### config.mk
export PLATFORM = sky130hd
export DESIGN_NAME = paula_uart_bridge_flat
export DESIGN_NICKNAME = d
export VERILOG_FILES = /design/src/rtl/paula_uart_bridge_if.sv /design/src/rtl/paula_uart_bridge.sv /design/src/flat_wrapper.sv
export SDC_FILE = /design/constraint.sdc
export NUM_CORES = 1
export LEC_CHECK = 0
export BUFFER_PORTS_ARGS = -buffer_cell sky130_fd_sc_hd__buf_4
export CORE_AREA = 3 3 143 145
export DETAILED_ROUTE_END_ITERATION = 8
export DIE_AREA = 0 0 146 148
export SLEW_MARGIN = 10
export SYNTH_ARGS = -nofsm -noshare
export SYNTH_HDL_FRONTEND = slang
export SYNTH_SLANG_ARGS = --single-unit
### constraint.sdc
create_clock -name clk -period 3.5 [get_ports clk]
set_input_delay 0.35 -clock clk [delete_from_list [all_inputs] [get_ports clk]]
set_output_delay 0.35 -clock clk [all_outputs]
set_load 0.02 [all_outputs]
### src/rtl/paula_uart_bridge_if.sv
// ---------------------------------------------------------------------------
// paula_uart_bridge_if
//   Host-side handshake bundle for the Paula UART bridge.
//
//   TX direction (host -> Paula rxd), push into the bridge FIFO:
//     host_tx_data  [8:0]  character to send (bit 8 used only in 9-bit mode)
//     host_tx_valid        host offers a character
//     host_tx_ready        bridge FIFO has room
//   RX direction (Paula txd -> host), pop from the one-entry holding register:
//     host_rx_data  [8:0]  received character (bit 8 = 0 in 8-bit mode)
//     host_rx_valid        holding register is occupied
//     host_rx_ready        host accepts the character
//
//   master: the host side.  slave: the bridge.
// ---------------------------------------------------------------------------
interface paula_uart_bridge_if;
    logic [8:0] host_tx_data;
    logic       host_tx_valid;
    logic       host_tx_ready;
    logic [8:0] host_rx_data;
    logic       host_rx_valid;
    logic       host_rx_ready;

    modport master (
        output host_tx_data,
        output host_tx_valid,
        input  host_tx_ready,
        input  host_rx_data,
        input  host_rx_valid,
        output host_rx_ready
    );

    modport slave (
        input  host_tx_data,
        input  host_tx_valid,
        output host_tx_ready,
        output host_rx_data,
        output host_rx_valid,
        input  host_rx_ready
    );
endinterface

### src/rtl/paula_uart_bridge.sv
// ---------------------------------------------------------------------------
// paula_uart_bridge
//   Serial bridge sitting on the Paula UART pins.
//   - Host characters are queued in a 2^FIFO_AW entry FIFO and serialised
//     onto rxd (start bit, 8 or 9 data bits LSB first, one stop bit).
//   - The txd line from Paula is synchronised, deserialised and presented
//     to the host through a one-entry holding register.
//   Bit timing advances only on clk edges with clk7_en = 1; the bit period
//   is baud_div[14:0] + 1 ticks, the same coding Paula's SERPER uses.
//
// Ports
//   clk, reset     system clock, asynchronous active-high reset
//   clk7_en        7 MHz tick enable
//   baud_div[15:0] bit period minus 1 (bit 15 unused)
//   long_fmt       1 = 9 data bits, 0 = 8 data bits
//   host           handshake bundle (slave modport)
//   rx_ovr_clr     clears rx_ovr
//   rxd            serial output into Paula rxd
//   txd            serial input from Paula txd
//   rx_ovr         sticky: a received character was dropped
//   frm_err        one-clk pulse on a bad stop bit
//   fifo_level     TX FIFO occupancy
// ---------------------------------------------------------------------------
module paula_uart_bridge #(
    parameter int FIFO_AW = 3
) (
    input  logic                 clk,
    input  logic                 reset,
    input  logic                 clk7_en,
    input  logic [15:0]          baud_div,
    input  logic                 long_fmt,
    paula_uart_bridge_if.slave   host,
    input  logic                 rx_ovr_clr,
    output logic                 rxd,
    input  logic                 txd,
    output logic                 rx_ovr,
    output logic                 frm_err,
    output logic [FIFO_AW:0]     fifo_level
);

    localparam int DEPTH = 1 << FIFO_AW;

    localparam logic [1:0] S_IDLE  = 2'd0;
    localparam logic [1:0] S_START = 2'd1;
    localparam logic [1:0] S_DATA  = 2'd2;
    localparam logic [1:0] S_STOP  = 2'd3;

    localparam logic [1:0] D_IDLE  = 2'd0;
    localparam logic [1:0] D_START = 2'd1;
    localparam logic [1:0] D_DATA  = 2'd2;
    localparam logic [1:0] D_STOP  = 2'd3;

    // Only the 15-bit period field of baud_div is meaningful.
    logic w_unused;
    assign w_unused = baud_div[15];

    // -----------------------------------------------------------------------
    // TX FIFO
    // -----------------------------------------------------------------------
    logic [8:0]       r_mem [DEPTH];
    logic [FIFO_AW:0] r_wptr;
    logic [FIFO_AW:0] r_rptr;
    logic             w_full;
    logic             w_empty;
    logic             w_push;

    // Pointers carry one extra wrap bit so full and empty are distinguishable.
    assign w_full  = (r_wptr[FIFO_AW] != r_rptr[FIFO_AW]) &&
                     (r_wptr[FIFO_AW-1:0] == r_rptr[FIFO_AW-1:0]);
    assign w_empty = (r_wptr == r_rptr);
    assign w_push  = host.host_tx_valid && !w_full;

    assign host.host_tx_ready = !w_full;
    assign fifo_level         = r_wptr - r_rptr;

    always_ff @(posedge clk) begin
        if (w_push) begin
            r_mem[r_wptr[FIFO_AW-1:0]] <= host.host_tx_data;
        end
    end

    always_ff @(posedge clk or posedge reset) begin
        if (reset) begin
            r_wptr <= '0;
        end else if (w_push) begin
            r_wptr <= r_wptr + 1'b1;
        end
    end

    // -----------------------------------------------------------------------
    // Serializer: FIFO -> rxd
    // -----------------------------------------------------------------------
    logic [1:0]  r_sstate;
    logic [8:0]  r_tx_sh;
    logic [14:0] r_tx_div;
    logic        r_tx_fmt;
    logic [14:0] r_tx_cnt;
    logic [3:0]  r_tx_bit;
    logic        r_rxd;
    logic        w_tx_zero;
    logic        w_tx_last;
    logic        w_start;

    assign w_tx_zero = (r_tx_cnt == 15'd0);
    // r_tx_bit indexes the data bit currently on the line.
    assign w_tx_last = (r_tx_bit == (r_tx_fmt ? 4'd8 : 4'd7));

    // A frame starts from idle, or straight out of the final stop tick so
    // queued characters go out back-to-back with no idle gap.
    assign w_start = clk7_en && !w_empty &&
                     ((r_sstate == S_IDLE) || ((r_sstate == S_STOP) && w_tx_zero));

    assign rxd = r_rxd;

    // Frame data and the per-frame timing/format snapshot.
    always_ff @(posedge clk) begin
        if (w_start) begin
            r_tx_sh  <= r_mem[r_rptr[FIFO_AW-1:0]];
            r_tx_div <= baud_div[14:0];
            r_tx_fmt <= long_fmt;
        end else if (clk7_en && w_tx_zero &&
                     ((r_sstate == S_START) || (r_sstate == S_DATA))) begin
            r_tx_sh <= {1'b0, r_tx_sh[8:1]};
        end
    end

    always_ff @(posedge clk or posedge reset) begin
        if (reset) begin
            r_sstate <= S_IDLE;
            r_tx_cnt <= '0;
            r_tx_bit <= '0;
            r_rxd    <= 1'b1;
            r_rptr   <= '0;
        end else if (clk7_en) begin
            if (w_start) begin
                r_rptr   <= r_rptr + 1'b1;
                r_tx_cnt <= baud_div[14:0];
                r_rxd    <= 1'b0;
                r_sstate <= S_START;
            end else if (r_sstate == S_IDLE) begin
                r_rxd <= 1'b1;
            end else if (!w_tx_zero) begin
                r_tx_cnt <= r_tx_cnt - 1'b1;
            end else begin
                // End of the current bit period.
                r_tx_cnt <= r_tx_div;
                case (r_sstate)
                    S_START: begin
                        r_rxd    <= r_tx_sh[0];
                        r_tx_bit <= '0;
                        r_sstate <= S_DATA;
                    end
                    S_DATA: begin
                        if (w_tx_last) begin
                            r_rxd    <= 1'b1;
                            r_sstate <= S_STOP;
                        end else begin
                            r_rxd    <= r_tx_sh[0];
                            r_tx_bit <= r_tx_bit + 1'b1;
                        end
                    end
                    default: begin
                        r_rxd    <= 1'b1;
                        r_sstate <= S_IDLE;
                    end
                endcase
            end
        end
    end

    // -----------------------------------------------------------------------
    // Deserializer: txd -> holding register
    // -----------------------------------------------------------------------
    logic [1:0]  r_sync;
    logic        r_line_prev;
    logic [1:0]  r_dstate;
    logic [14:0] r_rx_cnt;
    logic [3:0]  r_rx_bit;
    logic [8:0]  r_rx_sh;
    logic [8:0]  r_rx_data;
    logic        r_rx_valid;
    logic        r_rx_ovr;
    logic        r_frm_err;
    logic        w_line;
    logic        w_rx_zero;
    logic        w_rx_last;
    logic        w_stop_evt;
    logic        w_hold_free;
    logic [8:0]  w_rx_word;

    assign w_line      = r_sync[1];
    assign w_rx_zero   = (r_rx_cnt == 15'd0);
    assign w_rx_last   = (r_rx_bit == (long_fmt ? 4'd8 : 4'd7));
    assign w_stop_evt  = clk7_en && (r_dstate == D_STOP) && w_rx_zero;
    // The holding register may be refilled on the same edge the host pops it.
    assign w_hold_free = !r_rx_valid || host.host_rx_ready;
    // Bits enter at the top, so an 8-bit character ends up in [8:1].
    assign w_rx_word   = long_fmt ? r_rx_sh : {1'b0, r_rx_sh[8:1]};

    assign host.host_rx_data  = r_rx_data;
    assign host.host_rx_valid = r_rx_valid;
    assign rx_ovr             = r_rx_ovr;
    assign frm_err            = r_frm_err;

    always_ff @(posedge clk or posedge reset) begin
        if (reset) begin
            r_sync      <= 2'b11;
            r_line_prev <= 1'b1;
        end else if (clk7_en) begin
            r_sync      <= {r_sync[0], txd};
            r_line_prev <= r_sync[1];
        end
    end

    always_ff @(posedge clk) begin
        if (clk7_en && (r_dstate == D_DATA) && w_rx_zero) begin
            r_rx_sh <= {w_line, r_rx_sh[8:1]};
        end
    end

    always_ff @(posedge clk or posedge reset) begin
        if (reset) begin
            r_dstate <= D_IDLE;
            r_rx_cnt <= '0;
            r_rx_bit <= '0;
        end else if (clk7_en) begin
            case (r_dstate)
                D_IDLE: begin
                    // Half-period load centres every later sample in its bit.
                    if (r_line_prev && !w_line) begin
                        r_rx_cnt <= {1'b0, baud_div[14:1]};
                        r_dstate <= D_START;
                    end
                end
                D_START: begin
                    if (!w_rx_zero) begin
                        r_rx_cnt <= r_rx_cnt - 1'b1;
                    end else if (!w_line) begin
                        r_rx_cnt <= baud_div[14:0];
                        r_rx_bit <= '0;
                        r_dstate <= D_DATA;
                    end else begin
                        r_dstate <= D_IDLE;
                    end
                end
                D_DATA: begin
                    if (!w_rx_zero) begin
                        r_rx_cnt <= r_rx_cnt - 1'b1;
                    end else begin
                        r_rx_cnt <= baud_div[14:0];
                        r_rx_bit <= r_rx_bit + 1'b1;
                        if (w_rx_last) begin
                            r_dstate <= D_STOP;
                        end
                    end
                end
                default: begin
                    if (!w_rx_zero) begin
                        r_rx_cnt <= r_rx_cnt - 1'b1;
                    end else begin
                        r_dstate <= D_IDLE;
                    end
                end
            endcase
        end
    end

    always_ff @(posedge clk or posedge reset) begin
        if (reset) begin
            r_rx_data  <= '0;
            r_rx_valid <= 1'b0;
            r_rx_ovr   <= 1'b0;
            r_frm_err  <= 1'b0;
        end else begin
            if (w_stop_evt && w_line && w_hold_free) begin
                r_rx_data  <= w_rx_word;
                r_rx_valid <= 1'b1;
            end else if (r_rx_valid && host.host_rx_ready) begin
                r_rx_valid <= 1'b0;
            end

            // Set wins over a simultaneous clear.
            if (w_stop_evt && w_line && !w_hold_free) begin
                r_rx_ovr <= 1'b1;
            end else if (rx_ovr_clr) begin
                r_rx_ovr <= 1'b0;
            end

            r_frm_err <= w_stop_evt && !w_line;
        end
    end

endmodule

### src/flat_wrapper.sv
// flat-port wrapper written by rule: the top's interface ports become plain ports
module paula_uart_bridge_flat 
#(
    parameter int FIFO_AW = 3
)
  (clk, reset, clk7_en, baud_div, long_fmt, rx_ovr_clr, rxd, txd, rx_ovr, frm_err, fifo_level, host_host_tx_data, host_host_tx_valid, host_host_tx_ready, host_host_rx_data, host_host_rx_valid, host_host_rx_ready);
  paula_uart_bridge_if host_i ();
  input  logic clk;
  input  logic reset;
  input  logic clk7_en;
  input  logic [15:0] baud_div;
  input  logic long_fmt;
  input  logic rx_ovr_clr;
  output logic rxd;
  input  logic txd;
  output logic rx_ovr;
  output logic frm_err;
  output logic [FIFO_AW:0] fifo_level;
  input wire logic [$bits(host_i.host_tx_data)-1:0] host_host_tx_data;
  input wire logic [$bits(host_i.host_tx_valid)-1:0] host_host_tx_valid;
  output wire logic [$bits(host_i.host_tx_ready)-1:0] host_host_tx_ready;
  output wire logic [$bits(host_i.host_rx_data)-1:0] host_host_rx_data;
  output wire logic [$bits(host_i.host_rx_valid)-1:0] host_host_rx_valid;
  input wire logic [$bits(host_i.host_rx_ready)-1:0] host_host_rx_ready;
  assign host_i.host_tx_data = host_host_tx_data;
  assign host_i.host_tx_valid = host_host_tx_valid;
  assign host_host_tx_ready = host_i.host_tx_ready;
  assign host_host_rx_data = host_i.host_rx_data;
  assign host_host_rx_valid = host_i.host_rx_valid;
  assign host_i.host_rx_ready = host_host_rx_ready;
  paula_uart_bridge #(.FIFO_AW(FIFO_AW)) u_core (.clk(clk), .reset(reset), .clk7_en(clk7_en), .baud_div(baud_div), .long_fmt(long_fmt), .host(host_i), .rx_ovr_clr(rx_ovr_clr), .rxd(rxd), .txd(txd), .rx_ovr(rx_ovr), .frm_err(frm_err), .fifo_level(fifo_level));
endmodule
# Word level (Yosys, flattened, before mapping)
# Memory sizes are Yosys's and may differ from the RTL's.
# Index checks and enable logic that the tools add are counted.
# op_classes
n_bitwise	2
add_sub_neg	7
reduce_logical	45
mux	43
eq_ne	21
# ops
cell	count
$mux W15	8
$pmux W15 S3	1
$logic_not A15 Y1	2
$sub A15 B1 Y15 const B	2
$mux W9	3
$mux W4	6
$mux W2	10
$logic_and A1 B1 Y1	17
$add A4 B1 Y4 const B	4
$pmux W4 S2	2
$reduce_bool A2 Y1	7
$eq A4 B4 Y1	3
$reduce_and A6 Y1	2
$mux W1	10
$ne A2 B1 Y1 const B	5
$eq A2 B2 Y1 const B	4
$reduce_and A4 Y1	2
$pmux W2 S3	1
$reduce_and A2 Y1	3
$logic_not A1 Y1	5
$reduce_and A5 Y1	1
$eq A2 B1 Y1 const B	2
$logic_not A2 Y1	2
$ne A2 B2 Y1 const B	2
other kinds (11)	14
# word_totals
output_inout_bits	18
memories	1
word_cells	138
ramBits	72
ff_bits	100
# mem_list
memory	words	width	rd	rd_clocked_by_memory_dff	wr	line	text
u_core.r_mem	8	9	1	0	1	paula_uart_bridge.sv:60	logic [8:0] r_mem [DEPTH];

# Longest topological paths before layout
# Gate-level depths: netlist of run 1.
# logic_depth
depth_word	7
mapped_depth	9
depth_no_buf	7

# Worst setup path after synthesis of run 1
# Ideal clock, no wire load.
# synth_timing
path_kind	register -> register
from	register u_core.r_rptr[1]
to	memory u_core.r_mem[0][0] (enable)
path_buffers	2
slack_ps	452
setup_ps	387
arrival_time_ps	2661
path_stages_with_launch	10
path_cell_list	dfrtp_1 > clkbuf_1 > inv_1 > ha_1 > nand3_1 > nand2b_1 > and2_1 > clkbuf_1 > nand2_1 > nor3_1
# synth_via
elab_chain_cells	6
# synth_rtl
item	line	text
start, declared	paula_uart_bridge.sv:62	logic [FIFO_AW:0] r_rptr;
start signal, assigned	paula_uart_bridge.sv:136	r_rptr <= r_rptr + 1'b1;
$eq A3 B3 Y1	paula_uart_bridge.sv:69	(r_wptr[FIFO_AW-1:0] == r_rptr[FIFO_AW-1:0]);
$logic_and A1 B1 Y1	paula_uart_bridge.sv:68	assign w_full = (r_wptr[FIFO_AW] != r_rptr[FIFO_AW]) &&
$logic_not A1 Y1	--	
named net host_host_tx_ready	flat_wrapper.sv:21	output wire logic [$bits(host_i.host_tx_ready)-1:0] host_host_tx_ready;
$logic_and A1 B1 Y1	paula_uart_bridge.sv:71	assign w_push = host.host_tx_valid && !w_full;
$mux W1	paula_uart_bridge.sv:77	if (w_push) begin
$mux W1 (not written as such)	paula_uart_bridge.sv:78	r_mem[r_wptr[FIFO_AW-1:0]] <= host.host_tx_data;
end, declared	paula_uart_bridge.sv:60	
# The timed path passes the listed nets, and every way through them passes these cells.

# Worst setup path after layout of run 1
# layout_timing
from	register u_core.r_rx_cnt[0]
to	register u_core.r_rx_data[8] (netlist: u_core.host.host_rx_data[8])
# layout_via
elab_chain_cells	4
# layout_rtl
item	line	text
start, declared	paula_uart_bridge.sv:177	logic [14:0] r_rx_cnt;
start signal, assigned	paula_uart_bridge.sv:231	r_rx_cnt <= {1'b0, baud_div[14:1]};
start signal, assigned	paula_uart_bridge.sv:237	r_rx_cnt <= r_rx_cnt - 1'b1;
start signal, assigned	paula_uart_bridge.sv:239	r_rx_cnt <= baud_div[14:0];
$logic_not A15 Y1	paula_uart_bridge.sv:192	assign w_rx_zero = (r_rx_cnt == 15'd0);
$logic_and A1 B1 Y1	paula_uart_bridge.sv:194	assign w_stop_evt = clk7_en && (r_dstate == D_STOP) && w_rx_zero;
$logic_and A1 B1 Y1 (2 in a row)	paula_uart_bridge.sv:275	if (w_stop_evt && w_line && w_hold_free) begin
end signal, assigned	paula_uart_bridge.sv:276	r_rx_data <= w_rx_word;
end, declared	paula_uart_bridge.sv:180	logic [8:0] r_rx_data;
# No other way between the ends.
# A chain may end at the register's enable or synchronous reset.

==> reports/results.tsv, run 1 <==
metric	value	unit
status	completed	
Worst Tran Pin Value	0.904	ns
n_diodes	0	
Setup CP Type	reg2reg	
Syn Inst Count	693	
Async SR Flop Fraction	0.384	
Seq cells post-synth	172	
num rows	51	
register area	4840	µm²
Sw Pwr	2.83	mW
area leader, netlist	edfxtp_1	
CP Launch Type	flip-flop	
first-pass GRT wire length	30.8	mm
sequential area share after synthesis	0.577	
slowest stage delay, CP	0.64	ns
P_int	4.78	mW
Yosys warnings	0	
Starting Density	0.434	
Post-synth top flop	edfxtp_1	
Syn Nets	748	
Via density	5.63	
number of synthesized flops with an enable pin	106	
CP delay by family, top	simple AND/OR/NAND/NOR gates	
HP Class	in2async	
Clock Tree Buf Depth	2	
CTS clock-pin slew for the worst setup and hold paths	0.07	ns
GR Util All Layers	0.178	
Placement Setup Slack	0.850	ns
RSZ-0062 raised after global routing	false	
Filler Cell Count	1692	
placed cell area	9130	µm²
fin. max-slew vios	0	
CTS H-tree lvls	4	
worst rel slew slack	0.396	
routed len/inst	18.3	µm
design area	9710	µm²
Final nets	806	
LEAKAGE	3.74	nW
critical path required time	3.79	ns
crit-path max FO	18	
Gate power share	0.366	
dpl hpwl	12.7	mm
Clock power frac	0.247	
vias in the first global route	5738	
final hold violations	0	
critical-path cell list	inv_1 > ha_1 > nor2b_1 > and4_1 > nand4_1 > nand2_1 > o21ai_0	
DIE HEIGHT	148	µm
fin crit period	2.70	ns
CP bufs+invs	1	
Slowest cell on crit path	and4_1	
GRT overflow	0	
Setup-failing EPs final	0	
CTS tree	done	
total CTS buffers	17	
I/O Buffers	49	
Post-Synthesis Cell Area	8390	µm²
fmax	370	MHz
Area Overhead vs Synth	15.7	%
Post-Route Skew	0.00917	ns
switching part of the total power	0.372	
critical path arrival	2.99	ns
total power	7.62	mW
top cell type's share of synthesized area	0.379	
synth unique cells	71	
largest net degree at the start of global routing	40	
largest cells by area after synthesis	edfxtp_1 (38%), dfrtp_1 (18%), mux4_2 (4.8%)	
Power Density	785	nW/µm²
DR vias	5797	
Die Area	21600	µm²
Multi-input gate area	3300	µm²
Max-Cap Viols	0	
later-pin clock latency in the skew report	0.43	ns
num ports	51	
Setup crit end kind	flip-flop	
slack of the critical path	0.801	ns
final worst-path cycle share	0.771	
drt first-iter violations	472	
Hold Buf Count CTS	0	
Die W	146	µm
Post-Route Setup TNS	0	ns
clock sinks	172	
GPL Wtd Cong	0.860	
core box area	19300	µm²
sequential share of power	0.387	
fraction of layout cells with a size suffix above 1	0.194	
post-CTS setup buffer count	0	
root buffer selected by CTS	clkbuf_16	
VDD IR-drop max	0.403	mV
# DRC	0	
drt pass-1 iters	5	
Routed Antenna Nets	0	
initial antenna violation count	0	
# resized after CTS	0	
Avg Synthesized Cell Area	12.1	µm²
Routed WL	18.8	mm
per-stage QoR:
step,hold slack (ns),instances,utilization
after global placement,0.459,997,0.472
after global routing,0.115,1029,0.502
after detailed placement,0.460,997,0.472
after CTS,0.105,1029,0.502
after floorplan,0.445,693,-
final,0.115,1029,0.502
area by class of cell:
type,count,share of cell area
clock buffer,18,0.0442
multi-input combinational,458,0.340
clock inverter,14,0.0155
timing repair buffer,74,0.0572
tap,265,0.0341
sequential,172,0.498
inverter,28,0.0108
power groups by stage:
stage | Sequential (mW) | Clock [mW] | Combinational [mW]
finish | 2.95 | 1.88 | 2.79
global placement | 2.96 | 0 | 2.73
floorplan | 2.90 | 0 | 2.06
CTS | 2.95 | 1.92 | 2.81
detailed placement | 2.98 | 0 | 2.79
global route | 3.00 | 2.01 | 3.11
placed cells by master, fill, tap and decap left out, types with 5 or more instances in the layout:
cell,instances
ha_1,21
buf_4,74
a221o_1,10
dfrtp_1,62
inv_8,5
a21oi_1,29
inv_6,5
o31ai_1,7
and3_1,7
nand2_1,79
clkbuf_16,17
o21ai_0,41
nand3_1,18
nor2_1,40
o22ai_1,6
mux4_2,18
mux2_2,5
a211oi_1,6
mux2i_1,12
edfxtp_1,106
nand4_1,12
xnor2_1,9
nor3_1,13
inv_1,26
nor2b_1,5
xor2_1,10
a31oi_1,15
a22oi_1,5
flip-flops by register name (all words and copies together) (netlist names), 9 cells and up:
register and cells:
u_core.r_rx_sh 9, u_core.host.host_rx_data 9, u_core.r_rx_cnt 15, u_core.r_tx_div 15, u_core.r_mem 72, u_core.r_tx_cnt 15, u_core.r_tx_sh 9
worst paths after layout:
path                                    startpoint                     endpoint  slack [ns]  cells after the start
worst max-delay path            u_core.r_rx_cnt[0]  u_core.host.host_rx_data[8]        0.80                      7
worst min-delay path                         reset  u_core.host.host_rx_data[0]        0.11                      2
worst max register to register  u_core.r_rx_cnt[0]  u_core.host.host_rx_data[8]        0.80                      7
worst min register to register          u_core.rxd                   u_core.rxd        0.48                      2
max in group asynchronous                    reset             u_core.r_sync[0]        2.56                      3
min in group clk                        rx_ovr_clr                u_core.rx_ovr        0.12                      2
kinds of logic after synthesis:
kind of cell / Yosys count / share of synthesized area
simple gates: 215 / 0.133
flops: 172 / 0.577
compound gates: 167 / 0.136
buf+inv: 63 / 0.0310
mux: 35 / 0.0693
fa+ha+maj: 22 / 0.0337
xor+xnor: 19 / 0.0198
cells in the mapped netlist, drive strengths merged, types with 5 or more instances:
master,count
xor2,10
o31ai,8
mux4,18
nand3,18
nand4,13
ha,21
dfrtp,62
o22ai,6
mux2i,12
a21oi,30
nor2b,5
a221o,10
o21ai,42
mux2,5
buf,12
a22oi,5
clkbuf,23
and3,7
or4,5
xnor2,9
nand2,79
a211oi,6
edfxtp,106
nor4,8
inv,27
a31oi,15
nor2,40
nor3,13
layer usage:
layer  up-vias  track usage  share of wire
li1       2752            -              -
met5         -            0              0
met1      2850        0.225           0.42
met3        36       0.0279          0.036
met4         0       0.0753          0.029
met2       159        0.307           0.51
No activity file was read; power rests on OpenSTA's default activity.
==> run 2, diff against run 1 <==
clock period = 2.52 ns   (was 3.5 ns; I/O delays follow)
==> reports/results.tsv, run 2 (synthesis gave the netlist of run 1 again) <==
metric	value	unit	change
status	completed		unchanged
Clock power frac	0.250		was 0.247
Area Overhead vs Synth	18.3	%	was 15.7%
first-pass GRT wire length	31.9	mm	was 30.8 mm
GPL Wtd Cong	0.860		unchanged
dpl hpwl	13.3	mm	was 12.7 mm
Final nets	818		was 806
critical path required time	2.83	ns	was 3.79 ns
num rows	51		unchanged
HP Class	in2reg		was in2async
n_diodes	0		unchanged
initial antenna violation count	0		unchanged
sequential share of power	0.372		was 0.387
drt pass-1 iters	6		was 5
Routed WL	19.5	mm	was 18.8 mm
max reg flops	72		unchanged
Sw Pwr	4.11	mW	was 2.83 mW
vias in the first global route	5971		was 5738
Post-Route Setup TNS	0	ns	unchanged
Setup crit end kind	flip-flop		unchanged
CTS tree	done		unchanged
design area	9930	µm²	was 9710 µm²
placed cell area	9280	µm²	was 9130 µm²
switching part of the total power	0.374		was 0.372
P_int	6.88	mW	was 4.78 mW
clock sinks	172		unchanged
DIE HEIGHT	148	µm	unchanged
GR Util All Layers	0.185		was 0.178
commonest non-fill, non-tap cell in the layout	edfxtp_1		unchanged
RSZ-0062 raised after global routing	false		unchanged
Worst Tran Pin Value	0.697	ns	was 0.904 ns
critical path arrival	2.61	ns	was 2.99 ns
Post-Route Skew	0.00906	ns	was 0.00917 ns
GRT overflow	0		unchanged
crit-path max FO	49		was 18
Die W	146	µm	unchanged
fraction of layout cells with a size suffix above 1	0.218		was 0.194
fin. max-slew vios	0		unchanged
total CTS buffers	17		unchanged
core box area	19300	µm²	unchanged
CP Launch Type	flip-flop		unchanged
DR vias	6003		was 5797
Clock Tree Buf Depth	2		unchanged
Die Area	21600	µm²	unchanged
drt first-iter violations	422		was 472
num ports	51		unchanged
routed len/inst	18.8	µm	was 18.3 µm
VDD IR-drop max	0.560	mV	was 0.403 mV
Gate power share	0.378		was 0.366
I/O Buffers	49		unchanged
total power	11.0	mW	was 7.62 mW
LEAKAGE	3.83	nW	was 3.74 nW
fin crit period	2.30	ns	was 2.70 ns
Via density	5.77		was 5.63
largest net degree at the start of global routing	50		was 40
Power Density	1110	nW/µm²	was 785 nW/µm²
Placement Setup Slack	0.137	ns	was 0.850 ns
CTS H-tree lvls	4		unchanged
worst rel slew slack	0.534		was 0.396
slack of the critical path	0.216	ns	was 0.801 ns
Setup CP Type	reg2reg		unchanged
Filler Cell Count	1673		was 1692
Setup-failing EPs final	0		unchanged
# DRC	0		unchanged
root buffer selected by CTS	clkbuf_16		unchanged
final worst-path cycle share	0.914		was 0.771
Routed Antenna Nets	0		unchanged
fmax	434	MHz	was 370 MHz
final hold violations	0		unchanged
CTS clock-pin slew for the worst setup and hold paths	0.07	ns	about the same
leading cell types in the layout, fill and taps excluded	edfxtp_1 (106), buf_4 (82), nand2_1 (78), dfrtp_1 (62), o21ai_0 (41)		was edfxtp_1 (106), nand2_1 (79), buf_4 (74), dfrtp_1 (62), o21ai_0 (41)
later-pin clock latency in the skew report	0.43	ns	about the same
Max-Cap Viols	0		unchanged
Starting Density	0.434		unchanged
==> run 2: worst max-delay path, stage by stage, from the launching register on <==
cell and delay, ns:
dfrtp_1 0.44, nor4_1 0.54, nand4_1 0.28, o21ai_4 0.26, buf_12 0.27, a2111oi_0 0.11
a221o_1 0.28
==> run 2: layer usage <==
layer / vias to the layer above / part of all wire / wire (µm) / global-route usage
met5: - / 0 / 0 / 0
met4: 0 / 0.013 / 246 / 0.0527
met3: 23 / 0.047 / 910 / 0.0365
met2: 172 / 0.50 / 9860 / 0.312
met1: 3019 / 0.44 / 8520 / 0.244
li1: 2789 / - / - / -
==> run 2: timing repair <==
item                                    4_1_cts  5_1_grt
endpoints found under the hold margin        21        0
hold buffers                                  2        0
gates resized for setup                       0        2
setup buffers                                 0        1
endpoints found under the setup margin        0       24
==> run 2: power groups by stage <==
stage | logic (mW) | clock network (mW) | registers, mW
after floorplan | 2.93 | 0 | 4.03
after global placement | 4.00 | 0 | 4.09
after detailed placement | 4.13 | 0 | 4.13
after CTS | 4.16 | 2.80 | 4.07
after global routing | 4.60 | 2.91 | 4.15
final | 4.15 | 2.75 | 4.08
==> run 2: final cells by class <==
class | instances | area [µm²] | area share
inverter | 28 | 105 | 0.0106
clock inverter | 15 | 199 | 0.0200
tap | 265 | 332 | 0.0334
clock buffer | 17 | 425 | 0.0428
timing repair buffer | 86 | 676 | 0.0680
multi-input combinational | 458 | 3360 | 0.338
sequential | 172 | 4840 | 0.487
==> run 2: stage by stage <==
stage	hold slack (ns)	instances	utilization
5_1_grt	0.0196	1041	0.514
4_1_cts	0.0239	1040	0.513
3_5_place_dp	0.349	1006	0.480
6_report	0.0422	1041	0.514
3_3_place_gp	0.332	1006	0.480
2_1_floorplan	0.351	693	-
==> run 2: worst paths after layout <==
kind / start / to / slack [ns] / cells past startpoint
worst max-delay path: u_core.r_tx_cnt[10] / u_core.r_tx_cnt[2] / 0.22 / 6
worst min register to register: u_core.host.host_rx_data[3] / u_core.host.host_rx_data[3] / 0.48 / 2
max in group asynchronous: reset / u_core.r_sync[1] / 1.24 / 4
worst max register to register: u_core.r_tx_cnt[10] / u_core.r_tx_cnt[2] / 0.22 / 6
worst min-delay path: baud_div[4] / u_core.r_tx_div[4] / 0.04 / 1
min in group asynchronous: reset / u_core.r_rptr[0] / 0.44 / 3
